`src/rtl/m_load_unit.sv`:
```
// Memory-stage load unit: word-aligned req/gnt/rvalid fetch,
// lane select and sign/zero extension, AdEL detection.
module m_load_unit #(
  parameter int DATA_W = 32,
  parameter int ADDR_W = 32,
  parameter int TAG_W  = 5
) (
  input  logic              clk,
  input  logic              reset,
  input  logic              ld_valid,
  output logic              ld_ready,
  input  logic [ADDR_W-1:0] ld_addr,
  input  logic [2:0]        ld_op,
  input  logic [TAG_W-1:0]  ld_tag,
  output logic              mem_req,
  output logic [ADDR_W-1:0] mem_addr,
  input  logic              mem_gnt,
  input  logic              mem_rvalid,
  input  logic [DATA_W-1:0] mem_rdata,
  output logic              res_valid,
  output logic [31:0]       res_data,
  output logic [TAG_W-1:0]  res_tag,
  output logic              res_exc,
  input  logic              res_ready,
  output logic              busy
);

  localparam int OFF_W = $clog2(DATA_W / 8);

  localparam logic [2:0] OP_LW  = 3'b001;
  localparam logic [2:0] OP_LH  = 3'b010;
  localparam logic [2:0] OP_LHU = 3'b011;
  localparam logic [2:0] OP_LB  = 3'b100;
  localparam logic [2:0] OP_LBU = 3'b101;

  typedef enum logic [1:0] {
    S_IDLE, S_REQ, S_WAIT, S_RESP
  } state_e;

  state_e            state_q, state_d;
  logic [ADDR_W-1:0] addr_q, addr_d;
  logic [2:0]        op_q, op_d;
  logic [TAG_W-1:0]  tag_q, tag_d;
  logic [31:0]       data_q, data_d;
  logic              exc_q, exc_d;

  logic        in_lw, in_lh, in_load, in_misal;
  logic [31:0] word;
  logic [15:0] half;
  logic [7:0]  byte_sel;
  logic [31:0] ext;

  assign in_lw    = (ld_op == OP_LW);
  assign in_lh    = (ld_op == OP_LH) || (ld_op == OP_LHU);
  assign in_load  = in_lw || in_lh ||
                    (ld_op == OP_LB) || (ld_op == OP_LBU);
  assign in_misal = (in_lw && (ld_addr[1:0] != 2'b00)) ||
                    (in_lh && ld_addr[0]);

  // Wide beats carry two words; addr[2] picks the lane.
  if (DATA_W == 64) begin : g_w64
    assign word = addr_q[2] ? mem_rdata[63:32] : mem_rdata[31:0];
  end else begin : g_w32
    assign word = mem_rdata[31:0];
  end

  assign half = addr_q[1] ? word[31:16] : word[15:0];

  always_comb begin
    byte_sel = word[7:0];
    unique case (addr_q[1:0])
      2'd0: byte_sel = word[7:0];
      2'd1: byte_sel = word[15:8];
      2'd2: byte_sel = word[23:16];
      2'd3: byte_sel = word[31:24];
      default: byte_sel = word[7:0];
    endcase
  end

  always_comb begin
    ext = '0;
    unique case (1'b1)
      (op_q == OP_LW):  ext = word;
      (op_q == OP_LH):  ext = {{16{half[15]}}, half};
      (op_q == OP_LHU): ext = {16'h0, half};
      (op_q == OP_LB):  ext = {{24{byte_sel[7]}}, byte_sel};
      (op_q == OP_LBU): ext = {24'h0, byte_sel};
      default:          ext = '0;
    endcase
  end

  always_ff @(posedge clk or negedge reset) begin
    if (!reset) begin
      state_q <= S_IDLE;
      addr_q  <= '0;
      op_q    <= '0;
      tag_q   <= '0;
      data_q  <= '0;
      exc_q   <= 1'b0;
    end else begin
      state_q <= state_d;
      addr_q  <= addr_d;
      op_q    <= op_d;
      tag_q   <= tag_d;
      data_q  <= data_d;
      exc_q   <= exc_d;
    end
  end

  always_comb begin
    state_d = state_q;
    addr_d  = addr_q;
    op_d    = op_q;
    tag_d   = tag_q;
    data_d  = data_q;
    exc_d   = exc_q;
    unique case (state_q)
      S_IDLE: begin
        if (ld_valid) begin
          addr_d = ld_addr;
          op_d   = ld_op;
          tag_d  = ld_tag;
          unique case (1'b1)
            in_misal: begin
              data_d  = '0;
              exc_d   = 1'b1;
              state_d = S_RESP;
            end
            !in_load: begin
              data_d  = '0;
              exc_d   = 1'b0;
              state_d = S_RESP;
            end
            default: begin
              exc_d   = 1'b0;
              state_d = S_REQ;
            end
          endcase
        end
      end
      S_REQ: begin
        if (mem_gnt) state_d = S_WAIT;
      end
      S_WAIT: begin
        if (mem_rvalid) begin
          data_d  = ext;
          state_d = S_RESP;
        end
      end
      S_RESP: begin
        if (res_ready) state_d = S_IDLE;
      end
      default: state_d = S_IDLE;
    endcase
  end

  always_comb begin
    ld_ready  = (state_q == S_IDLE);
    mem_req   = (state_q == S_REQ);
    res_valid = (state_q == S_RESP);
    busy      = (state_q != S_IDLE);
    mem_addr  = {addr_q[ADDR_W-1:OFF_W], {OFF_W{1'b0}}};
    res_data  = data_q;
    res_tag   = tag_q;
    res_exc   = exc_q;
  end

endmodule

```
`config.mk`:
```
export PLATFORM = sky130hd
export DESIGN_NAME = m_load_unit
export DESIGN_NICKNAME = d
export VERILOG_FILES = /design/src/rtl/m_load_unit.sv
export SDC_FILE = /design/constraint.sdc
export NUM_CORES = 1
export LEC_CHECK = 0
export CORE_MARGIN = 2
export CORE_UTILIZATION = 35
export CTS_CLUSTER_DIAMETER = 200
export CTS_CLUSTER_SIZE = 40
export DETAILED_ROUTE_END_ITERATION = 10
export PLACE_DENSITY = 0.79
export REMOVE_ABC_BUFFERS = 1
export SYNTH_ARGS = -nofsm -noshare
export SYNTH_HDL_FRONTEND = slang
export SYNTH_SLANG_ARGS = --single-unit
```
`constraint.sdc`:
```
create_clock -name clk -period 2.9 [get_ports clk]
set_input_delay 0.725 -clock clk [delete_from_list [all_inputs] [get_ports clk]]
set_output_delay 0.725 -clock clk [all_outputs]
set_load 0.005 [all_outputs]
```
# Word-level counts from Yosys, hierarchy flattened
# Cells that the tools add are included.
[classes]
mul = 0
eq_ne = 21
reduce_logical = 17
div_mod_pow = 0
muxes = 14
shift = 0
addsub = 0
n_bitwise = 0
n_lt_le_gt_ge = 0
[op_table]
columns = ["op", "count"]
rows = [
  ["32-bit case mux with 5 select lines", 1],
  ["32-bit two-way mux", 3],
  ["32-bit case mux with 2 select lines", 1],
  ["8-bit case mux with 4 select lines", 1],
  ["16-bit two-way mux", 1],
  ["3-bit by 2-bit == test with 1-bit output, second input constant", 4],
  ["3-bit == test, second input constant", 4],
  ["2-bit two-way mux", 5],
  ["2-bit == test, second input constant", 4],
  ["2-bit case mux with 4 select lines", 1],
  ["4-bit AND reduction", 2],
  ["3-bit by 1-bit == test with 1-bit output, second input constant", 2],
  ["2-bit != test, second input constant", 3],
  ["2-bit nonzero test", 3],
  ["1-bit logical OR", 5],
  ["2-bit by 1-bit == test with 1-bit output, second input constant", 2],
  ["2-bit logical NOT", 2],
  ["2-bit by 1-bit != test with 1-bit output, second input constant", 2],
  ["1-bit logical AND", 2],
  ["2-bit AND reduction", 1],
  ["2-bit OR reduction", 1],
  ["1-bit logical NOT", 1],
  ["1-bit two-way mux", 1],
]
[word_totals]
ff_bits = 75
memories = 0
mem_bits_rw = 0
mem_bits_ro = 0
latch_bits = 0
output_inout_bits = 74

# Depth between registers and ports, before layout
# Gate-level depths: netlist of the first run.
[logic_depth]
ltp_word = 10
ltp_mapped = 8
ltp_nobuf = 7

# Worst setup path before layout of the first run
# Ideal clock, no wire load.
[synth_path]
path_type = "input -> register"
from = "input port ld_op[0]"
to = "register data_q[10], in the netlist res_data[10]"
slack_ns = 0.894
t_arrival_ns = 1.886
required_time_ns = 2.779
path_buffers = 2
stages = 7
path_cell_list = "nor2b_1 > o21ai_2 > a21oi_2 > or3_1 > buf_2 > buf_6 > a22o_1"
[synth_between]
elab_chain_cells = 9
elab_cells_between_ends = 16
[synth_lines]
columns = ["element", "line_no", "rtl"]
rows = [
  ["start: declaration", "13", "input logic [2:0] ld_op,"],
  ["3-bit by 2-bit == test with 1-bit output", "54", "assign in_lh = (ld_op == OP_LH) || (ld_op == OP_LHU);"],
  ["1-bit logical OR", "54", ""],
  ["1-bit logical OR (2 in a row)", "55", "assign in_load = in_lw || in_lh ||"],
  ["1-bit logical OR", "56", "(ld_op == OP_LB) || (ld_op == OP_LBU);"],
  ["1-bit logical NOT", "129", "!in_load: begin"],
  ["2-bit OR reduction (no line) *", "--", ""],
  ["2-bit != test (no line) *", "--", ""],
  ["4-bit AND reduction (no line) *", "--", ""],
  ["end signal: assignment", "105", "data_q <= data_d;"],
  ["end: declaration", "44", "logic [31:0] data_q, data_d;"],
]
# Mark *: on every way between the ends. The rest lies on a longest branch, timed or not.
# A chain may end at the register's enable or synchronous reset.

# Final worst setup path of the first run
[layout_path]
from = "register state_q[0]"
to = "output port busy"
[layout_between]
elab_chain_cells = 1
[layout_lines]
columns = ["element", "line_no", "rtl"]
rows = [
  ["start: declaration", "40", "state_e state_q, state_d;"],
  ["start signal: assignment", "101", "state_q <= state_d;"],
  ["2-bit nonzero test", "161", "busy = (state_q != S_IDLE);"],
  ["end: declaration", "25", "output logic busy"],
]
# Every way passes these cells.

==> reports/qor.txt, run 1 <==
Final setup fails: 0
Post-route ant nets: 0
Fin cells: 556
CP Class: register to output port
Max Cap Viol: 0
Async set-or-reset flop fraction in the synthesized netlist: 100%
CP arrival: 1.76 ns
Core area: 0.0102 mm²
CP max FO: 6
Gpl congestion: 0.849
Site Rows: 37
Largest cells by area after synthesis: dfrtp_1, mux2_2, buf_4
Worst path slowest cell: clkdlybuf4s50_1
Routed WL: 9430 µm
Largest area contributor in the netlist: dfrtp_1
Pwr dens: 1050 mW/mm²
Total track usage: 17.0%
Die W: 106 µm
Vias per cell: 5.04
Clk buf depth: 2
Combinational share of power: 47.5%
First-pass GRT wire length: 15000 µm
Post-DP HPWL: 6950 µm
Psw: 0.00182 W
Max frequency: 402 MHz
Vias in the first global route: 2937
Hold_ws: 0.492 ns
Core Util, Final: 51.4%
Cell count after synthesis: 303
WP buf/inv: 3
Fin crit period: 2.49 ns
Post_cts resized: 0
Synth top cells by count: dfrtp_1, mux2_2, buf_4, o2bb2ai_1, a21oi_1
TNS Setup: 0 ns
Post-DR wirelength/cell: 17.0 µm
CTS Buf Count: 9
Mapped Area: 0.00367 mm²
I/O pin count: 152
Critical path, cell by cell: inv_1 -> ha_1 -> inv_1 -> clkdlybuf4s50_1
Port Buffers: 149
Diodes inserted: 0
GRT overflow: 0
Yosys synthesis warning count: 0
Post-CTS Setup Bufs: 0
CTS root buf: clkbuf_8
Router iterations before antenna repair: 6
Clock share of power: 17.7%
Synth-to-Final Area Change: 43.5%
Worst Setup Start Kind: register
Layout Skew: 0.0125 ns
Number of DRC markers in iteration 0: 114
Ys flop type: dfrtp_1
Worst Tran Pin Value: 0.949 ns
Final Hold Viols: 0
Slew Limit Fails: 0
DRC Markers: 0
RSZ-0062 raised after global routing: false
Multi-input logic area: 0.00142 mm²
Switching share of power: 32.9%
Clk slew on worst S/H paths: 0.08 ns
Fill count: 896
Status: complete, no violations
Syn Area/Cell: 12.1 µm²
CP peak stage delay: 0.51 ns
Die area: 0.0113 mm²
Starting Density: 35.9%
Die Span Y: 106 µm
Worst setup EP type: output port
Netlist cell types: 35
Hold buffers post-CTS: 0
Routed vias: 2802
Flops & latches, synth: 75
CTS tree: done
Min-delay worst type: register to register
Post-synth EDFFs: 0
CP delay by family, top: buffers and inverters
Clock sink total: 75
H-tree lvl count: 3
Critical Path Most Common Cell: inv_1
Register area share after synthesis: 51.2%
Register-to-register setup slack: 0.69 ns
Worst Path Required: 2.17 ns
Pin count of the biggest net entering global routing: 76
Seq pwr share: 34.8%
Antenna violations before repair: 0
Peak supply drop: 499 µV
Relative slew slack: 36.7%
Lkg Pwr: 2.15 nW
Clock Latency Late Sink: 0.34 ns
Share of post-route cells with drive strength above 1: 17.4%
Internal power: 0.00371 W
Most common cell in the synthesized netlist: dfrtp_1
Placed Cells: 540
Post-synth top area share: 51.2%
Final period util: 85.7%
Nets: 497
Flip-flop and latch area: 0.00188 mm²
-- registers in the layout, summed over array words and instances (netlist names) --
register	flops
addr_q	32
res_data	32
res_tag	5
op_q	3
state_q	2
res_exc	1
-- worst register-to-register path, stage by stage (launching register included) --
cell	delay (ns)
dfrtp_1	0.41
inv_1	0.12
ha_1	0.31
inv_1	0.13
a21oi_2	0.23
a2111o_1	0.66
o2bb2ai_1	0.20
-- metrics by stage --
| stage | instance area, µm² | power, W | setup slack (ns) |
|---|---|---|---|
| after CTS | 5260 | 0.00561 | 0.398 |
| after global routing | 5260 | 0.00592 | 0.339 |
| after floorplan | 3320 | 0.00309 | 0.699 |
| after global placement | 5020 | 0.00450 | 0.277 |
| final | 5260 | 0.00554 | 0.413 |
| after detailed placement | 5020 | 0.00460 | 0.149 |
-- worst paths after layout --
path / depth (start not counted) / startpoint / end
worst max-delay path: 4 / state_q[0]$_DFFE_PN0P_ / busy
worst min-delay path: 1 / res_data[18]$_DFFE_PN0P_ / res_data[18]$_DFFE_PN0P_
worst max register to register: 6 / state_q[1]$_DFFE_PN0P_ / res_data[21]$_DFFE_PN0P_
worst min register to register: 1 / res_data[18]$_DFFE_PN0P_ / res_data[18]$_DFFE_PN0P_
max in group asynchronous: 1 / reset / addr_q[8]$_DFFE_PN0P_
min in group asynchronous: 1 / reset / res_data[13]$_DFFE_PN0P_
-- cell type report --
class	count	share of cell area, %
clock inverters	6	2.14
repair buffers	153	29.1
clock buffers	10	2.42
multi-input cells	168	26.9
well taps	136	3.23
inverters	8	0.570
flip-flops and latches	75	35.7
-- power groups by stage --
stage                     logic [W]  registers (W)  clock network, W
after floorplan             0.00118        0.00191                 0
after detailed placement    0.00264        0.00195                 0
after global routing        0.00286        0.00200           0.00106
final                       0.00263        0.00193          0.000981
after CTS                   0.00266        0.00193           0.00102
after global placement      0.00257        0.00193                 0
-- kinds of logic (layout without fill, tap and decap cells) --
group	Yosys count	in the layout	synth area share (%)
AO/OA/AOI/OAI	88	88	18.3
other	1	2	0.102
multiplexers	50	50	15.3
buffers and inverters	61	177	10.4
AND/OR/NAND/NOR	24	24	3.31
adder cells (fa/ha/maj)	4	4	1.36
flip-flops	75	75	51.2
-- routing by layer --
metal  track usage [%]  vias to the layer above  share of wire (%)
li1                  -                     1306                  -
met1              21.0                     1355                 42
met2              27.4                      129                 47
met3              6.38                       12                9.1
met4              5.83                        0                1.6
met5                 0                        -                  0
-- placed cells by master (no fill, tap or decap), types with 3 or more instances in the layout --
| cell | instances |
|---|---|
| a21oi_1 | 18 |
| a222oi_1 | 7 |
| a22o_1 | 9 |
| a22oi_1 | 7 |
| buf_4 | 4 |
| bufinv_16 | 3 |
| clkbuf_8 | 9 |
| clkdlybuf4s50_1 | 148 |
| dfrtp_1 | 75 |
| ha_1 | 4 |
| inv_1 | 8 |
| mux2_2 | 48 |
| nand2_1 | 5 |
| nor2_1 | 6 |
| nor2b_1 | 4 |
| o21ai_0 | 11 |
| o2bb2ai_1 | 23 |
Power figures use the tool's default switching activity.
==> inputs of run 2 (changes only) <==
--- a/config.mk
+++ b/config.mk
@@ -6,11 +6,12 @@
 export NUM_CORES = 1
 export LEC_CHECK = 0
 export CORE_MARGIN = 2
-export CORE_UTILIZATION = 35
+export CORE_UTILIZATION = 30
 export CTS_CLUSTER_DIAMETER = 200
 export CTS_CLUSTER_SIZE = 40
 export DETAILED_ROUTE_END_ITERATION = 10
-export PLACE_DENSITY = 0.79
+export MAX_ROUTING_LAYER = met4
+export PLACE_DENSITY = 0.71
 export REMOVE_ABC_BUFFERS = 1
 export SYNTH_ARGS = -nofsm -noshare
 export SYNTH_HDL_FRONTEND = slang
==> reports/qor.txt, run 2 (synthesis results as in run 1) <==
Die W: 115 µm
Most common cell after layout, fill and taps aside: clkdlybuf4s50_1
Vias in the first global route: 2995
Worst setup EP type: output port
Site Rows: 40
Diodes inserted: 0
DRC Markers: 0
Hold buffers post-CTS: 0
Router iterations before antenna repair: 5
CP peak stage delay: 0.51 ns
Worst Tran Pin Value: 1.11 ns
Nets: 496
CP arrival: 1.72 ns
Routed vias: 2819
Die Span Y: 115 µm
Lkg Pwr: 2.16 nW
Port Buffers: 149
I/O pin count: 152
Fin crit period: 2.45 ns
First-pass GRT wire length: 15200 µm
Final Hold Viols: 0
CP max FO: 6
Pin count of the biggest net entering global routing: 76
DP Area: 0.00503 mm²
Critical path, cell by cell: inv_1 -> ha_1 -> inv_1 -> clkdlybuf4s50_1
Layout Skew: 0.00854 ns
Post-DP HPWL: 7070 µm
Clock sink total: 75
Commonest cells after routing, fill and taps aside: clkdlybuf4s50_1, dfrtp_1, mux2_2
Post-CTS Setup Bufs: 0
Worst Path Required: 2.17 ns
Status: complete, no violations
Gpl congestion: 0.761
Clk buf depth: 2
GRT overflow: 0
Register-to-register setup slack: 0.70 ns
Number of DRC markers in iteration 0: 157
Clock Latency Late Sink: 0.33 ns
Post-route cell area: 0.00532 mm²
Critical Path Most Common Cell: inv_1
Core area: 0.0120 mm²
Min-delay worst type: register to register
CTS root buf: clkbuf_16
Placed Cells: 550
Vias per cell: 4.98
CTS tree: done
Share of post-route cells with drive strength above 1: 17.4%
Hold_ws: 0.492 ns
Post-route ant nets: 0
CP delay by family, top: buffers and inverters
Clk slew on worst S/H paths: 0.06 ns
Routed WL: 9520 µm
WP buf/inv: 3
Die area: 0.0131 mm²
RSZ-0062 raised after global routing: false
H-tree lvl count: 3
Worst Setup Start Kind: register
Post_cts resized: 0
TNS Setup: 0 ns
Pwr dens: 1060 mW/mm²
Relative slew slack: 25.8%
Peak supply drop: 404 µV
Final period util: 84.4%
Max Cap Viol: 0
CTS Buf Count: 9
Synth-to-Final Area Change: 45.1%
Slew Limit Fails: 0
Fin cells: 566
Total track usage: 15.4%
Worst path slowest cell: clkdlybuf4s50_1
CP Class: register to output port
Antenna violations before repair: 0
Starting Density: 30.7%
Max frequency: 409 MHz
Post-DR wirelength/cell: 16.8 µm
Final setup fails: 0
==> run 2: routing by layer <==
layer | global-route usage [%] | share of wire [%] | vias to the layer above
li1 | - | - | 1305
met1 | 18.0 | 41 | 1396
met2 | 24.8 | 51 | 101
met3 | 4.45 | 6.4 | 17
met4 | 6.75 | 1.8 | 0
met5 | - | 0 | -
==> run 2: path summary, 6_finish.rpt <==
| kind | to | cells after the start | from |
|---|---|---|---|
| worst min-delay path | res_data[0]$_DFFE_PN0P_ | 1 | res_data[0]$_DFFE_PN0P_ |
| max in group asynchronous | res_data[15]$_DFFE_PN0P_ | 1 | reset |
| min in group asynchronous | res_data[1]$_DFFE_PN0P_ | 1 | reset |
| worst min register to register | res_data[0]$_DFFE_PN0P_ | 1 | res_data[0]$_DFFE_PN0P_ |
| worst max register to register | res_data[21]$_DFFE_PN0P_ | 4 | op_q[1]$_DFFE_PN0P_ |
| worst max-delay path | busy | 4 | state_q[0]$_DFFE_PN0P_ |
==> run 2: cell type report <==
cell class,count,area [µm²]
multi-input cells,168,1420
well taps,147,184
clock inverters,7,68.8
inverters,8,30.0
clock buffers,9,225
repair buffers,152,1520
fillers,1109,6640
flip-flops and latches,75,1880
==> run 2: stage by stage <==
step | power, W | util [%] | worst slack, ns
final | 0.00565 | 44.5 | 0.454
after CTS | 0.00573 | 44.5 | 0.423
after global routing | 0.00606 | 44.5 | 0.367
after floorplan | 0.00309 | - | 0.699
after detailed placement | 0.00459 | 42.1 | 0.169
after global placement | 0.00452 | 42.1 | 0.251
==> run 2: where the power goes <==
group | switching [W] | internal [W]
combinational | 0.00106 | 0.00159
clock | 0.000431 | 0.000662
sequential | 0.000359 | 0.00155
total | 0.00185 | 0.00380
==> inputs of run 3 (changes only) <==
--- a/config.mk
+++ b/config.mk
@@ -11,7 +11,7 @@
 export CTS_CLUSTER_SIZE = 40
 export DETAILED_ROUTE_END_ITERATION = 10
 export MAX_ROUTING_LAYER = met4
-export PLACE_DENSITY = 0.71
+export PLACE_DENSITY = 0.73
 export REMOVE_ABC_BUFFERS = 1
 export SYNTH_ARGS = -nofsm -noshare
 export SYNTH_HDL_FRONTEND = slang
==> constraint.sdc (replaced) <==
create_clock -name clk -period 2.15 [get_ports clk]
set_input_delay 0.5375 -clock clk [delete_from_list [all_inputs] [get_ports clk]]
set_output_delay 0.5375 -clock clk [all_outputs]
set_load 0.005 [all_outputs]
==> reports/qor.txt, run 3 (synthesis results as in run 1) <==
Gpl congestion: 0.769
Final period util: 97.5%
Vias in the first global route: 3061
First-pass GRT wire length: 15400 µm
Multi-input logic area: 0.00143 mm²
Hold buffers post-CTS: 0
Number of DRC markers in iteration 0: 115
Diodes inserted: 0
Clk slew on worst S/H paths: 0.06 ns
Post-route cell area: 0.00557 mm²
Die W: 115 µm
Flip-flop and latch area: 0.00188 mm²
Final setup fails: 0
Worst setup path endpoint: mem_req
CTS Buf Count: 9
Clk buf depth: 2
Die Span Y: 115 µm
Share of post-route cells with drive strength above 1: 21.6%
DP Area: 0.00520 mm²
Critical path launch point: state_q[1]$_DFFE_PN0P_
Post-DP HPWL: 7250 µm
Max frequency: 477 MHz
Reg-to-reg startpoint: state_q[1]$_DFFE_PN0P_
GRT overflow: 0
H-tree lvl count: 3
Relative slew slack: 50.7%
Pwr dens: 1450 mW/mm²
Worst setup EP type: output port
Lkg Pwr: 2.30 nW
Worst Tran Pin Value: 0.739 ns
Core area: 0.0120 mm²
RR Endpoint: res_data[14]$_DFFE_PN0P_
Status: complete, no violations
Routed vias: 2876
Clock Latency Late Sink: 0.33 ns
Vias per cell: 4.91
DRC Markers: 0
R2R depth: 7
I/O pin count: 152
Register-to-register setup slack: 0.28 ns
Total track usage: 15.5%
Most common cell after layout, fill and taps aside: clkdlybuf4s50_1
Max Cap Viol: 0
Router iterations before antenna repair: 5
Post-route ant nets: 0
CTS root buf: clkbuf_16
Slew Limit Fails: 0
Layout Skew: 0.00510 ns
Nets: 516
Peak supply drop: 573 µV
Post-DR wirelength/cell: 16.5 µm
Die area: 0.0131 mm²
Site Rows: 40
Commonest cells after routing, fill and taps aside: clkdlybuf4s50_1, dfrtp_1, mux2_2
CP max FO: 3
CTS tree: done
Antenna violations before repair: 0
Starting Density: 30.7%
Clock sink total: 75
Total power: 0.00807 W
Port Buffers: 149
Worst Path Required: 1.61 ns
CP arrival: 1.56 ns
Worst Setup Start Kind: register
Pin count of the biggest net entering global routing: 44
CP Class: register to output port
Routed WL: 9660 µm
Synth-to-Final Area Change: 51.9%
Fin crit period: 2.10 ns
Fill count: 1069
Min-delay worst type: input pin to asynchronous set/reset pin
Final Hold Viols: 0
run 3: area by class of cell:
class                      count  share of cell area [%]
sequential                    75                    33.7
tap                          147                    3.30
clock buffer                   9                    4.04
timing repair buffer         172                    30.7
clock inverter                 7                    2.09
multi-input combinational    168                    25.6
inverter                       8                   0.539
run 3: where the power goes:
group | internal (W) | switching (W)
clock network | 0.00113 | 0.000571
logic | 0.00232 | 0.00155
registers | 0.00208 | 0.000409
run 3: repair_timing:
action	in CTS	in global routing
gates resized for setup	1	2
buffers inserted	2	0
setup endpoints to repair	2	2
run 3: worst min-delay path by stage:
stage	from	endpoint	slack, ns	cells after the start
final	reset	addr_q[6]$_DFFE_PN0P_	0.17	1
after global routing	reset	addr_q[3]$_DFFE_PN0P_	0.20	1
after CTS	reset	res_tag[1]$_DFFE_PN0P_	0.19	1
after detailed placement	res_exc$_DFFE_PN0P_	res_exc$_DFFE_PN0P_	0.46	2
after global placement	res_exc$_DFFE_PN0P_	res_exc$_DFFE_PN0P_	0.47	2
after floorplan	reset	addr_q[0]$_DFFE_PN0P_	0.24	0
run 3: through the flow:
step,worst slack [ns],TNS [ns],hold WS [ns],util (%),cells
after global placement,-0.112,-3.36,0.466,43.5,568
after CTS,0.00705,0,0.187,46.5,586
after global routing,-0.00561,-0.00561,0.203,46.6,586
after floorplan,0.00792,0,0.242,-,251
after detailed placement,-0.158,-4.10,0.465,43.5,568
final,0.0540,0,0.173,46.6,586
run 3: worst max-delay path: stages (launching register included):
cell and delay (ns):
dfrtp_1 0.38, inv_1 0.14, ha_1 0.20, clkdlybuf4s50_1 0.51
run 3: metal layers:
| layer | up-vias | routed length (µm) | global-route usage (%) |
|---|---|---|---|
| met3 | 10 | 696 | 4.82 |
| met5 | - | 0 | - |
| met2 | 100 | 4970 | 26.0 |
| met1 | 1411 | 3870 | 17.9 |
| li1 | 1355 | - | - |
| met4 | 0 | 129 | 4.80 |
